--- config.mk ---
export PLATFORM = sky130hd
export DESIGN_NAME = pc_sequencer
export DESIGN_NICKNAME = d
export VERILOG_FILES = /design/src/rtl/pc_seq_pkg.sv /design/src/rtl/pc_target_calc.sv /design/src/rtl/pc_sequencer.sv
export SDC_FILE = /design/constraint.sdc
export NUM_CORES = 1
export LEC_CHECK = 0
export BUFFER_PORTS_ARGS = -buffer_cell sky130_fd_sc_hd__buf_2
export CAP_MARGIN = 0
export CORE_MARGIN = 1.5
export CORE_UTILIZATION = 30
export CTS_CLUSTER_SIZE = 12
export DETAILED_ROUTE_END_ITERATION = 8
export HOLD_SLACK_MARGIN = 0.05
export SLEW_MARGIN = 20
export SYNTH_ARGS = -nofsm -noshare
export SYNTH_HDL_FRONTEND = slang
export SYNTH_SLANG_ARGS = --single-unit
--- constraint.sdc ---
create_clock -name clk -period 2.85 [get_ports clk]
set_input_delay 0.57 -clock clk [delete_from_list [all_inputs] [get_ports clk]]
set_output_delay 0.57 -clock clk [all_outputs]
set_load 0.05 [all_outputs]
--- src/rtl/pc_seq_pkg.sv ---
// Shared types and constants for the fetch-stage PC sequencer.
// Imported by pc_target_calc and pc_sequencer.
package pc_seq_pkg;

  localparam int          DATA_W       = 32;
  localparam logic [31:0] RESET_PC_DEF = 32'h0000_0000;
  localparam logic [31:0] PC_STEP      = 32'd4;

  typedef enum logic [1:0] {
    HOLD  = 2'd0,
    FETCH = 2'd1,
    DRAIN = 2'd2
  } seq_state_e;

  typedef enum logic [1:0] {
    NONE  = 2'd0,
    EX_BR = 2'd1,
    ID_JR = 2'd2,
    ID_J  = 2'd3
  } redir_src_e;

endpackage

--- src/rtl/pc_target_calc.sv ---
// Redirect target computation and priority select (EX branch > ID jr > ID jump).
// Purely combinational; id_en gates the decode-stage requests.
module pc_target_calc
  import pc_seq_pkg::*;
(
  input  logic              ex_br_taken,
  input  logic [DATA_W-1:0] ex_br_pc,
  input  logic [DATA_W-1:0] ex_br_off,
  input  logic              id_en,
  input  logic              id_jump,
  input  logic [25:0]       id_jump_imm,
  input  logic [DATA_W-1:0] id_pc,
  input  logic              id_jr,
  input  logic [DATA_W-1:0] id_jr_target,
  output logic              redirect_valid,
  output redir_src_e        redirect_src,
  output logic [DATA_W-1:0] target
);

  logic signed [DATA_W-1:0] br_off_sh;
  logic        [DATA_W-1:0] br_target;
  logic        [DATA_W-1:0] j_target;

  // Offset is already sign-extended, so an arithmetic shift keeps negative displacements intact.
  assign br_off_sh = $signed(ex_br_off) <<< 2;
  assign br_target = ex_br_pc + PC_STEP + $unsigned(br_off_sh);

  // Region bits come from the delay-slot PC, the low 28 bits from the instruction index.
  assign j_target  = ((id_pc + PC_STEP) & 32'hF000_0000) | {4'b0000, id_jump_imm, 2'b00};

  always_comb begin
    redirect_valid = 1'b0;
    redirect_src   = NONE;
    target         = '0;
    if (ex_br_taken) begin
      redirect_valid = 1'b1;
      redirect_src   = EX_BR;
      target         = br_target;
    end else if (id_en && id_jr) begin
      redirect_valid = 1'b1;
      redirect_src   = ID_JR;
      target         = id_jr_target;
    end else if (id_en && id_jump) begin
      redirect_valid = 1'b1;
      redirect_src   = ID_J;
      target         = j_target;
    end
  end

endmodule

--- src/rtl/pc_sequencer.sv ---
// Fetch-stage PC sequencer: fetch handshake, redirects, IF/ID and ID/EX flush pulses.
// Build option PC_SEQ_DELAY_SLOT_EN selects MIPS delay-slot redirect semantics.
module pc_sequencer
  import pc_seq_pkg::*;
#(
  parameter logic [31:0] RESET_PC = RESET_PC_DEF
) (
  input  logic        clk,
  input  logic        rst_n,
  output logic        if_req,
  output logic [31:0] if_addr,
  input  logic        if_ack,
  output logic        if_valid,
  output logic [31:0] pc_out,
  input  logic        stall,
  input  logic        id_jump,
  input  logic [25:0] id_jump_imm,
  input  logic [31:0] id_pc,
  input  logic        id_jr,
  input  logic [31:0] id_jr_target,
  input  logic        ex_br_taken,
  input  logic [31:0] ex_br_pc,
  input  logic [31:0] ex_br_off,
  output logic        flush_ifid,
  output logic        flush_idex
);

`ifdef PC_SEQ_DELAY_SLOT_EN
  localparam logic EX_FLUSH_IDEX = 1'b0;
  localparam logic ID_FLUSH_IFID = 1'b0;
  localparam logic ID_KEEP       = 1'b1;
`else
  localparam logic EX_FLUSH_IDEX = 1'b1;
  localparam logic ID_FLUSH_IFID = 1'b1;
  localparam logic ID_KEEP       = 1'b0;
`endif

  seq_state_e  state, state_n;
  logic [31:0] pc, pc_n;
  logic [31:0] pending, pending_n;
  logic        keep, keep_n;

  logic        id_en;
  logic        redirect_valid;
  redir_src_e  redirect_src;
  logic [31:0] target;
  logic        src_ex;

  // Decode-stage redirects only count in FETCH and when the hazard unit is not freezing ID.
  assign id_en  = (state == FETCH) && !stall;
  assign src_ex = (redirect_src == EX_BR);

  pc_target_calc u_target_calc (
    .ex_br_taken   (ex_br_taken),
    .ex_br_pc      (ex_br_pc),
    .ex_br_off     (ex_br_off),
    .id_en         (id_en),
    .id_jump       (id_jump),
    .id_jump_imm   (id_jump_imm),
    .id_pc         (id_pc),
    .id_jr         (id_jr),
    .id_jr_target  (id_jr_target),
    .redirect_valid(redirect_valid),
    .redirect_src  (redirect_src),
    .target        (target)
  );

  always_ff @(posedge clk or negedge rst_n) begin
    if (!rst_n) begin
      state   <= HOLD;
      pc      <= RESET_PC;
      pending <= '0;
      keep    <= 1'b0;
    end else begin
      state   <= state_n;
      pc      <= pc_n;
      pending <= pending_n;
      keep    <= keep_n;
    end
  end

  always_comb begin
    state_n    = state;
    pc_n       = pc;
    pending_n  = pending;
    keep_n     = keep;
    if_req     = 1'b0;
    if_valid   = 1'b0;
    flush_ifid = 1'b0;
    flush_idex = 1'b0;

    unique case (state)
      HOLD: begin
        state_n = FETCH;
      end

      FETCH: begin
        if_req = 1'b1;
        if (redirect_valid) begin
          flush_ifid = src_ex ? 1'b1 : ID_FLUSH_IFID;
          flush_idex = src_ex ? EX_FLUSH_IDEX : 1'b0;
          if (if_ack) begin
            pc_n = target;
          end else begin
            // The in-flight fetch must complete at the old address before the PC can move.
            pending_n = target;
            keep_n    = src_ex ? 1'b0 : ID_KEEP;
            state_n   = DRAIN;
          end
        end else if (if_ack && !stall) begin
          pc_n = pc + PC_STEP;
        end
        if_valid = if_ack && !stall && !flush_ifid;
      end

      DRAIN: begin
        if_req = 1'b1;
        if (redirect_valid) begin
          // A later EX branch supersedes the parked target and kills the draining fetch.
          flush_ifid = 1'b1;
          flush_idex = EX_FLUSH_IDEX;
          keep_n     = 1'b0;
          if (if_ack) begin
            pc_n    = target;
            state_n = FETCH;
          end else begin
            pending_n = target;
          end
        end else if (if_ack) begin
          if_valid = keep && !stall;
          pc_n     = pending;
          keep_n   = 1'b0;
          state_n  = FETCH;
        end
      end

      default: begin
        state_n = HOLD;
      end
    endcase
  end

  assign if_addr = pc;
  assign pc_out  = pc;

endmodule

==> metrics.cfg <==
[sta]
slew_viol_final=0
finalSetupViolations=0
rsz0062_at_grt=true
clock_skew_ns=0.00944
worstMarginPinSlew_ns=0.590
max_slew_margin_pct=60.7
fmax_mhz=364
whs_ns=0.166
min_period_ns=2.75
final-hold-violation-count=0
period_share_pct=96.5
fin_tns_setup_ns=0

[pwr]
power_density_nw_per_um2=867
leakagePower_nw=4.36
p_sw_mw=4.35
p_total_mw=8.13
power_frac_seq_pct=22.8
combPwrFrac_pct=64.9
peakVddDrop_mv=0.493
p_int_mw=3.79
p_sw_share_pct=53.4
clkPwrFrac_pct=12.3

[cts]
htree_levels=3
ctsRootBufferMaster=clkbuf_16
clockBufferDepth=2
tritoncts=yes
clock_sinks=66
postCtsHoldBufs=0
clock_latency_ns=0.33
clk_pin_slew_ns=0.06
cts-buffers-inserted=9

[synthesis]
ys_async_sr_fraction_pct=100
yosysWarnings=0
yosysSeqAreaShare_pct=24.8
ys_ff_latch=66
synthDistinctLibCells=68
synth_edf_count=0
syn_area_sq_um=6660
syn_area_per_cell_sq_um=7.82
synth_commonest_cells=nand2_1, o21ai_0, dfrtp_1
yosys_most_used_dff=dfrtp_1
synth_fp_nets=1076
synth.most_common_cell=nand2_1
synthTopCellsByArea=dfrtp_1, ha_1, nand2_1
synthCells=852
synth_top_cell_by_area=dfrtp_1
synth_top_area_share_pct=24.8

[route]
drc=0
wl_microns=24100
drt_iter0_drc=557
firstDrtPassIters=4
vias=7413
routedWlPerCell_microns=17.1
viasPerCell=5.24
ant_nets=0

[global_route]
antenna_found_initial=2
track_usage_pct=20.1
overflow=0
grt_pass1_vias=6894
grt_pass1_wl_microns=37100
grt_max_degree=57

[floorplanning]
core-area_sq_um=21800
die_h_microns=152
die_area_sq_um=23100
fp.dieW_microns=152
rows=54
start_util_pct=30.5
io_pins=229

[layout]
design_area_sq_um=9380
area_growth_pct=40.8
fin_nets=1353
fillers=2219
drive_gt1_share_pct=37.7

[setup_path]
crit_family=compound AO/OA/AOI/OAI gates
crit_path_max_incr_delay_ns=0.36
crit_fanout=3
critPathRequiredTime_ns=3.06
crit_slowest_cell=fa_2
crit_buf_inv=2
worstSetupPathType=input pin to flop
worstPathArrival_ns=2.96
crit_path_start_kind=input pin
end_kind=flop
crit_top_cell=ha_4
path_cells=buf_6 -> ha_4 -> ha_4 -> inv_2 -> fa_2 -> nor2b_4 -> o31ai_4 -> a21o_1 -> a211oi_4 -> nand2b_4 -> xnor2_2 -> mux2i_2 -> a221o_1

[job]
cap_violations=0

[placement]
port_buffers=224
hpwl_microns=19200
routabilityCongestion=0.915
placed_cell_area_sq_um=8840

[status]
outcome=finished clean

[worst_hold_path]
hold_path.class=input pin to async pin

worst register-to-register path, cell delays in order (launching register included):
cell	delay (ns)
dfrtp_1	0.51
nand4_1	0.28
nor4_2	0.42
and4_1	0.37
nand3_1	0.13
xor2_1	0.18
o21ai_0	0.09
a221oi_1	0.28
o21ai_0	0.14
worst paths after layout:
path,start,endpoint,slack (ns),cells after the start
min reg2reg,pending[6],pending[6],0.47,2
min,rst_n,if_addr[10],0.17,1
max reg2reg,if_addr[9],if_addr[21],0.32,8
min in group clk,pending[6],pending[6],0.47,2
max,ex_br_pc[3],if_addr[23],0.10,13
max in group asynchronous,rst_n,if_addr[19],2.08,2
cell usage in the layout, fill, tap and decap left out, types with 5 or more instances in the layout:
cell / netlist / routed
a211oi_1: 7 / 5
a21o_1: 10 / 10
a21oi_1: 62 / 56
a21oi_2: 1 / 6
a221o_1: 13 / 13
a221oi_1: 12 / 12
a22o_1: 5 / 5
a22oi_1: 15 / 15
a31oi_1: 9 / 9
and2_1: 7 / 7
and3_1: 11 / 11
and4_1: 6 / 6
buf_12: 0 / 7
buf_2: 9 / 220
buf_4: 32 / 119
clkbuf_16: 0 / 9
dfrtp_1: 66 / 66
ha_1: 62 / 41
ha_4: 0 / 21
inv_1: 25 / 21
mux2_2: 7 / 7
nand2_1: 100 / 99
nand2b_1: 10 / 10
nand3_1: 30 / 29
nand4_1: 22 / 22
nor2_1: 62 / 60
nor3_1: 18 / 18
o211ai_1: 8 / 8
o21a_1: 6 / 6
o21ai_0: 71 / 66
o21ai_1: 7 / 10
o22ai_1: 10 / 10
or3_1: 6 / 6
xnor2_1: 30 / 29
xor2_1: 13 / 13
cells by family (layout without fill, tap and decap cells):
group,count (synthesis),in the layout,share of synthesized area [%]
AND/OR/NAND/NOR,292,292,21.1
AO/OA/AOI/OAI,269,269,26.4
buffers and inverters,107,389,8.11
flip-flops,66,66,24.8
adder cells (fa/ha/maj),63,63,11.9
XOR/XNOR,43,43,5.65
multiplexers,12,12,1.93
other,0,1,0
metrics by stage:
step                      std cells  worst slack, ns  util, %
after floorplan                 852          -0.0121        -
after global placement         1395           -0.381     40.5
after detailed placement       1395           -0.430     40.5
after CTS                      1412           0.0105     41.8
after global routing           1414          -0.0277     43.0
final                          1415            0.100     43.0
power by group through the flow:
stage	logic (mW)	registers [mW]	clock network, mW
after floorplan	3.14	2.38	0
after global placement	5.10	1.85	0
after detailed placement	5.15	1.86	0
after CTS	5.17	1.85	1.02
after global routing	5.65	1.92	1.05
final	5.28	1.85	1.00
area by class of cell:
type                       count  area, sq um  area share, %
clock inverter                 2         12.5          0.133
sequential                    66         1650           17.6
timing repair buffer         348         2160           23.0
inverter                      25         93.8           1.00
multi-input combinational    679         4860           51.8
tap                          280          350           3.74
antenna                        1         2.50         0.0267
clock buffer                  14          254           2.71
flip-flops by register name (all words and copies together) (netlist names):
name     flops
state        2
if_addr     32
pending     32
what timing repair did:
action / in CTS / in global routing
gates resized for setup: 2 / 38
setup endpoints to repair: 6 / 27
pin swaps: 4 / 19
buffers inserted: 1 / 2
routing by layer:
| layer | track usage (%) | share of wire, % | vias up |
|---|---|---|---|
| met1 | 28.4 | 47 | 3440 |
| li1 | - | - | 3659 |
| met4 | 4.39 | 1.2 | 2 |
| met2 | 32.3 | 46 | 293 |
| met3 | 3.19 | 6.4 | 19 |
| met5 | 0 | 0.054 | - |
(Power assumes the default switching activity.)
